<file path="config.mk">
export PLATFORM = sky130hd
export DESIGN_NAME = button_press_classifier
export DESIGN_NICKNAME = d
export VERILOG_FILES = /design/src/rtl/button_press_classifier.sv
export SDC_FILE = /design/constraint.sdc
export NUM_CORES = 1
export LEC_CHECK = 0
export CAP_MARGIN = 0
export CELL_PAD_IN_SITES_DETAIL_PLACEMENT = 0
export CELL_PAD_IN_SITES_GLOBAL_PLACEMENT = 1
export CORE_MARGIN = 4
export CORE_UTILIZATION = 47
export CTS_BUF_LIST = sky130_fd_sc_hd__clkbuf_4 sky130_fd_sc_hd__clkbuf_8
export DETAILED_ROUTE_END_ITERATION = 8
export PLACE_DENSITY_LB_ADDON = 0.1
export SYNTH_ARGS = -nofsm -noshare
export SYNTH_HDL_FRONTEND = slang
export SYNTH_SLANG_ARGS = --single-unit
export TNS_END_PERCENT = 20
</file>
<file path="constraint.sdc">
create_clock -name clk -period 6.7 [get_ports clk]
set_clock_uncertainty 0.15 [all_clocks]
set_input_delay 0.67 -clock clk [delete_from_list [all_inputs] [get_ports clk]]
set_output_delay 0.67 -clock clk [all_outputs]
set_load 0.02 [all_outputs]
</file>
<file path="src/rtl/button_press_classifier.sv">
// Classifies gestures on a debounced button level into single-cycle short, double or long pulses.
// One shared counter times both the long-hold threshold and the double-press gap.
module button_press_classifier #(
    parameter int unsigned LONG_CYCLES = 50_000_000,
    parameter int unsigned GAP_CYCLES  = 12_500_000,
    parameter int unsigned CNT_WIDTH   = 26
) (
    input  logic clk,
    input  logic reset,
    input  logic debounced,
    output logic short_press,
    output logic double_press,
    output logic long_press,
    output logic held
);

    localparam logic [CNT_WIDTH-1:0] LONG_LAST = CNT_WIDTH'(LONG_CYCLES - 1);
    localparam logic [CNT_WIDTH-1:0] GAP_LAST  = CNT_WIDTH'(GAP_CYCLES - 1);
    localparam logic [CNT_WIDTH-1:0] CNT_ONE   = CNT_WIDTH'(1);

    typedef enum logic [2:0] {
        StIdle,
        StPress1,
        StWait2,
        StPress2,
        StLongHeld
    } state_e;

    state_e               state;
    logic [CNT_WIDTH-1:0] cnt;
    logic                 prev;
    logic                 rise;
    logic                 fall;

    assign rise = debounced & ~prev;
    assign fall = ~debounced & prev;

    always_ff @(posedge clk) begin
        if (reset) begin
            state        <= StIdle;
            cnt          <= '0;
            // A button held through reset must be released before it can start a gesture.
            prev         <= 1'b1;
            short_press  <= 1'b0;
            double_press <= 1'b0;
            long_press   <= 1'b0;
            held         <= 1'b0;
        end else begin
            prev         <= debounced;
            short_press  <= 1'b0;
            double_press <= 1'b0;
            long_press   <= 1'b0;
            unique case (state)
                StIdle: begin
                    if (rise) begin
                        state <= StPress1;
                        cnt   <= '0;
                    end
                end
                StPress1: begin
                    if (fall) begin
                        state <= StWait2;
                        cnt   <= '0;
                    end else if (cnt == LONG_LAST) begin
                        state      <= StLongHeld;
                        cnt        <= '0;
                        long_press <= 1'b1;
                        held       <= 1'b1;
                    end else begin
                        cnt <= cnt + CNT_ONE;
                    end
                end
                StWait2: begin
                    // A rise on the final gap cycle still counts as the second press.
                    if (rise) begin
                        state <= StPress2;
                        cnt   <= '0;
                    end else if (cnt == GAP_LAST) begin
                        state       <= StIdle;
                        cnt         <= '0;
                        short_press <= 1'b1;
                    end else begin
                        cnt <= cnt + CNT_ONE;
                    end
                end
                StPress2: begin
                    if (fall) begin
                        state        <= StIdle;
                        cnt          <= '0;
                        double_press <= 1'b1;
                    end
                end
                StLongHeld: begin
                    if (fall) begin
                        state <= StIdle;
                        cnt   <= '0;
                        held  <= 1'b0;
                    end
                end
                default: begin
                    state <= StIdle;
                    cnt   <= '0;
                    held  <= 1'b0;
                end
            endcase
        end
    end

endmodule

</file>
-- Yosys cells after proc, flatten, opt, wreduce, memory -nomap -nowiden
Index checks and enable logic that the tools add are counted.
- output and inout port bits: 4
- input port bits: 3
- register bits after elaboration: 34
- memories kept: 0
- bits in writable memories: 0
- latch bits: 0
- memory bits (read-only): 0
- word-level logic and storage cells: 59
- order comparisons: 0
- multipliers: 0
- $add $sub $neg: 1
- muxes and demuxes: 21
- divide/modulo/power cells: 0
- shift-type cells: 0
- reductions and logical operators: 9
- bitwise gates (word level): 8
- equal/unequal tests: 13
- operators with widths (kind ; count):
    26-bit 2-to-1 mux ; 6
    26-bit one-hot mux with 4 select lines ; 1
    26-bit by 1-bit adder with 26-bit output (second input constant) ; 1
    26-bit by 24-bit equality test with 1-bit output (second input constant) ; 1
    26-bit equality test (second input constant) ; 1
    3-bit 2-to-1 mux ; 6
    3-bit one-hot mux with 4 select lines ; 1
    3-bit OR reduction ; 3
    2-bit != test (second input constant) ; 4
    4-bit AND reduction ; 2
    3-bit by 2-bit equality test with 1-bit output (second input constant) ; 2
    1-bit 2-to-1 mux ; 6
    3-bit != test (second input constant) ; 2
    1-bit inverter ; 6
    2-bit OR reduction ; 2
    3-bit by 1-bit equality test with 1-bit output (second input constant) ; 1
    3-bit equality test (second input constant) ; 1
    3-bit zero test ; 1
    1-bit one-hot mux with 3 select lines ; 1
    1-bit AND ; 2
    2-bit by 1-bit != test with 1-bit output (second input constant) ; 1
    2-bit AND reduction ; 1

-- Longest topological paths before layout
- word-level depth: 4
- gate-level depth with buffers: 8
- gate-level depth less buffers: 6

-- Worst setup path before layout
OpenSTA, ideal clock, no wires.
- kind: input to register
- start: in debounced
- end: reg cnt[7]
- data arrival time: 2.073 ns
- path buffers: 0
- required time: 6.480 ns
- setup slack: 4.407 ns
- stages on the path: 5
- library setup time: 0.070 ns
- cell sequence: nor3b_1 o21bai_1 and3_1 or4_2 a21oi_1
- longest elaborated chain between the ends: 4
- elaborated cells on any way between the ends: 9
- classes of those cells: 2 x eq/ne; 3 x mux; 3 x bitwise; 1 x reduce/logical
- RTL lines (what ; line ; text):
    start: declaration ; 10 ; input logic debounced,
    1-bit inverter ; 36 ; assign fall = ~debounced & prev;
    1-bit AND ; 36 ;
    26-bit 2-to-1 mux or 2-bit by 1-bit != test with 1-bit output (tied branches) ; -- ;
    26-bit one-hot mux with 4 select lines or 2-bit AND reduction (tied branches) ; -- ;
    end signal: assignment ; 70 ; cnt <= cnt + CNT_ONE;
    end signal: assignment ; 83 ; cnt <= cnt + CNT_ONE;
    end: declaration ; 30 ; logic [CNT_WIDTH-1:0] cnt;
Parallel ways exist; a longest one is shown, timed or not.
A chain may end at the register's enable or synchronous reset.

-- Worst setup path in the final report
- start: in debounced
- end: reg cnt[12]
The elaborated chain is that of the path after synthesis.

==> impl_metrics.toml <==
[outcome]
status = "complete, no violations"

[sta]
finalMaxSlewViolations = 0
setup_violations = 0
final_hold_viol_count = 0
finalCriticalPeriod_ns = 3.05
tightest_slew_ns = 0.786
fmax_ghz = 0.328
relSlewSlack_pct = 47.1
rsz0062_at_grt = "false"
finalSetupTns_ns = 0
fin_crit_sh_pct = 45.5
holdWs_ns = 0.331

[final_layout]
drive_gt1_share_pct = 10.2
antenna_cells = 0
areaGrowthSynthToFinish_pct = 6.27
fin_nets = 268
utilization_pct = 52.2
fin_cells = 317
fillCellCount = 435

[setup_path]
worstPathArrival_ns = 3.03
crit_fanout = 32
cp_slowest_cell = "o31ai_2"
crit_family = "compound AO/OA/AOI/OAI gates"
worstPathRequired_ns = 6.69
critPathBufInv = 2
reg2reg_from = "cnt[7]"
r2r-end = "cnt[12]"
critical_path.startpoint_type = "input port"
path_cells = "clkdlybuf4s50_1, nor3b_1, o21bai_1, and3_1, buf_4, o31ai_2, nor2_1"
rr_worst_depth = 6
r2r_slack_ns = 3.76
crit_type = "in2reg"
cpPeakStageDelay_ns = 0.73
endpoint_kind = "register"

[synth]
ys_seq_area_share_pct = 31.6
synth.most_common_cell = "dfxtp_1"
synth_top_area_share_pct = 31.6
synthArstFlopShare_pct = 0
synth.distinct_cells = 58
yosys_warnings = 0
yosys_register_bits = 34
synth_nets = 271
synthFlopType = "dfxtp_1"
synth_edf_count = 0
synth_common_cells = "dfxtp_1 (34), nand2_1 (21), a21oi_1 (19)"
synth_area_sq_um = 2150
yosys.area.top_type = "dfxtp_1"
synthTopCellsByArea = "dfxtp_1 (32%), a21oi_1 (4.4%), nand2_1 (3.7%)"
synth_area_per_cell_sq_um = 8.07
netlist_instances = 267

[floorplanning]
fp.dieH_microns = 75.7
rows = 24
start_util_pct = 49.1
coreArea_sq_um = 4380
die_area_sq_um = 5730
io-pin-count = 7
die_x_microns = 75.7

[route]
finalWirelength_microns = 5260
via_per_inst = 6.23
ant_nets = 0
drt_iter0_drc = 119
drc = 0
avgRoutedWirePerCell_microns = 16.6
vias = 1974
drt_first_pass_iters = 5

[clock_tree]
cts_buffer_depth = 2
postCtsHoldBufs = 0
clock_sinks = 34
post_cts_resize_count = 0
cts-root-buf = "clkbuf_8"
numCtsBuffers = 5
cts_setup_buffers = 0
worstSkewPairLatency_ns = 0.28
cts_htree_levels = 2
cts_tree = "built"
clk_pin_slew_ns = 0.07

[worst_hold_path]
hold_path_end = "double_press"
worst_hold_path_type = "reg2reg"
min_path_cells = 2
min_from = "prev"

[placement]
io_buffers = 6
dp_cells = 309
place.gp.congestion = 0.762
dp_hpwl_microns = 3730

[flow_run]
maxCapViolations = 0

[power]
p_leak_nw = 0.666
ir_worst_vdd_mv = 0.0959
powerDensity_nw_per_um2 = 188

[global_route]
grt_pass1_wl_microns = 8760
grt_pass1_vias = 1805
globalRouteTotalUtil_pct = 20.0
antenna_found_initial = 0
overflow = 0
grt_max_degree = 33
## layer usage
metal | routed length (microns) | share of wire (%) | vias up | track usage (%)
met3 | 183 | 3.5 | 2 | 4.35
li1 | - | - | 1019 | -
met1 | 2570 | 49 | 920 | 26.5
met4 | 23 | 0.44 | 0 | 5.24
met5 | 0 | 0 | - | 0
met2 | 2480 | 47 | 33 | 32.9
## cell type report
cell class              count  area, sq um  share of cell area (%)
well taps                  52         65.1                    2.84
clock buffers               7         90.1                    3.93
repair buffers              9         82.6                    3.61
multi-input cells         202         1320                    57.7
inverters                  12         45.0                    1.97
flip-flops and latches     34          681                    29.7
clock inverters             1         5.00                   0.219
## placed cells by master, fill, tap and decap left out, drive strengths merged, types with 2 or more instances in the layout
master	synthesis	final
nand4	11	11
a31oi	2	2
o21bai	2	2
and2	4	4
nand2b	2	2
dfxtp	34	34
and4	3	3
or2	5	5
a21oi	19	19
or3	8	8
buf	11	3
nand2	22	22
or4b	3	3
o31ai	7	7
a22oi	3	3
nor2b	4	4
xnor2	4	4
clkdlybuf4s50	0	6
nor2	14	14
nor4	7	7
inv	12	12
o21ai	9	9
clkbuf	8	7
a311oi	4	4
and3	6	6
o211ai	7	7
o2111ai	4	4
a221oi	3	3
nor3	9	9
o22ai	4	4
nand3	11	11
o221ai	3	3
or4	9	9
## worst max path at each step
stage | end | depth (start not counted) | start | slack [ns]
floorplan | cnt[7] | 5 | debounced | 4.41
global placement | cnt[8] | 7 | debounced | 3.45
detailed placement | cnt[12] | 7 | debounced | 3.37
CTS | cnt[12] | 7 | debounced | 3.66
global route | cnt[9] | 7 | debounced | 3.49
finish | cnt[12] | 7 | debounced | 3.65
## worst register-to-register path, stage by stage, from the launching register on
cell	delay, ns
dfxtp_1	0.36
or4_4	0.59
nor4b_4	0.39
a21oi_1	0.23
buf_4	0.26
o31ai_2	0.69
nor2_1	0.12
## per-stage QoR
stage	cell area, sq um	worst slack, ns	power (W)
after floorplan	2150	4.41	0.000265
after global placement	2190	3.45	0.000273
after detailed placement	2190	3.37	0.000273
after CTS	2290	3.66	0.000437
after global routing	2290	3.49	0.000451
final	2290	3.65	0.000430
## registers in the layout, indices dropped and copies added (netlist names)
register,flops
state,3
long_press,1
short_press,1
prev,1
held,1
cnt,26
double_press,1
## report_power, final
part	total (W)	internal [W]	switching (W)
registers	0.000213	0.000207	0.00000655
logic	0.0000560	0.0000169	0.0000392
clock network	0.000160	0.0000869	0.0000733
total	0.000430	0.000311	0.000119
## cell families after synthesis
kind of cell | after synthesis | synth area share, %
AOI/OAI and AO/OA | 73 | 23.5
and+or+nand+nor | 123 | 35.3
adders and majority gates | 1 | 0.581
xor gates and xnor gates | 5 | 2.03
DFF | 34 | 31.6
buffers and inverters | 31 | 7.08
No activity file was read; power rests on OpenSTA's default activity.
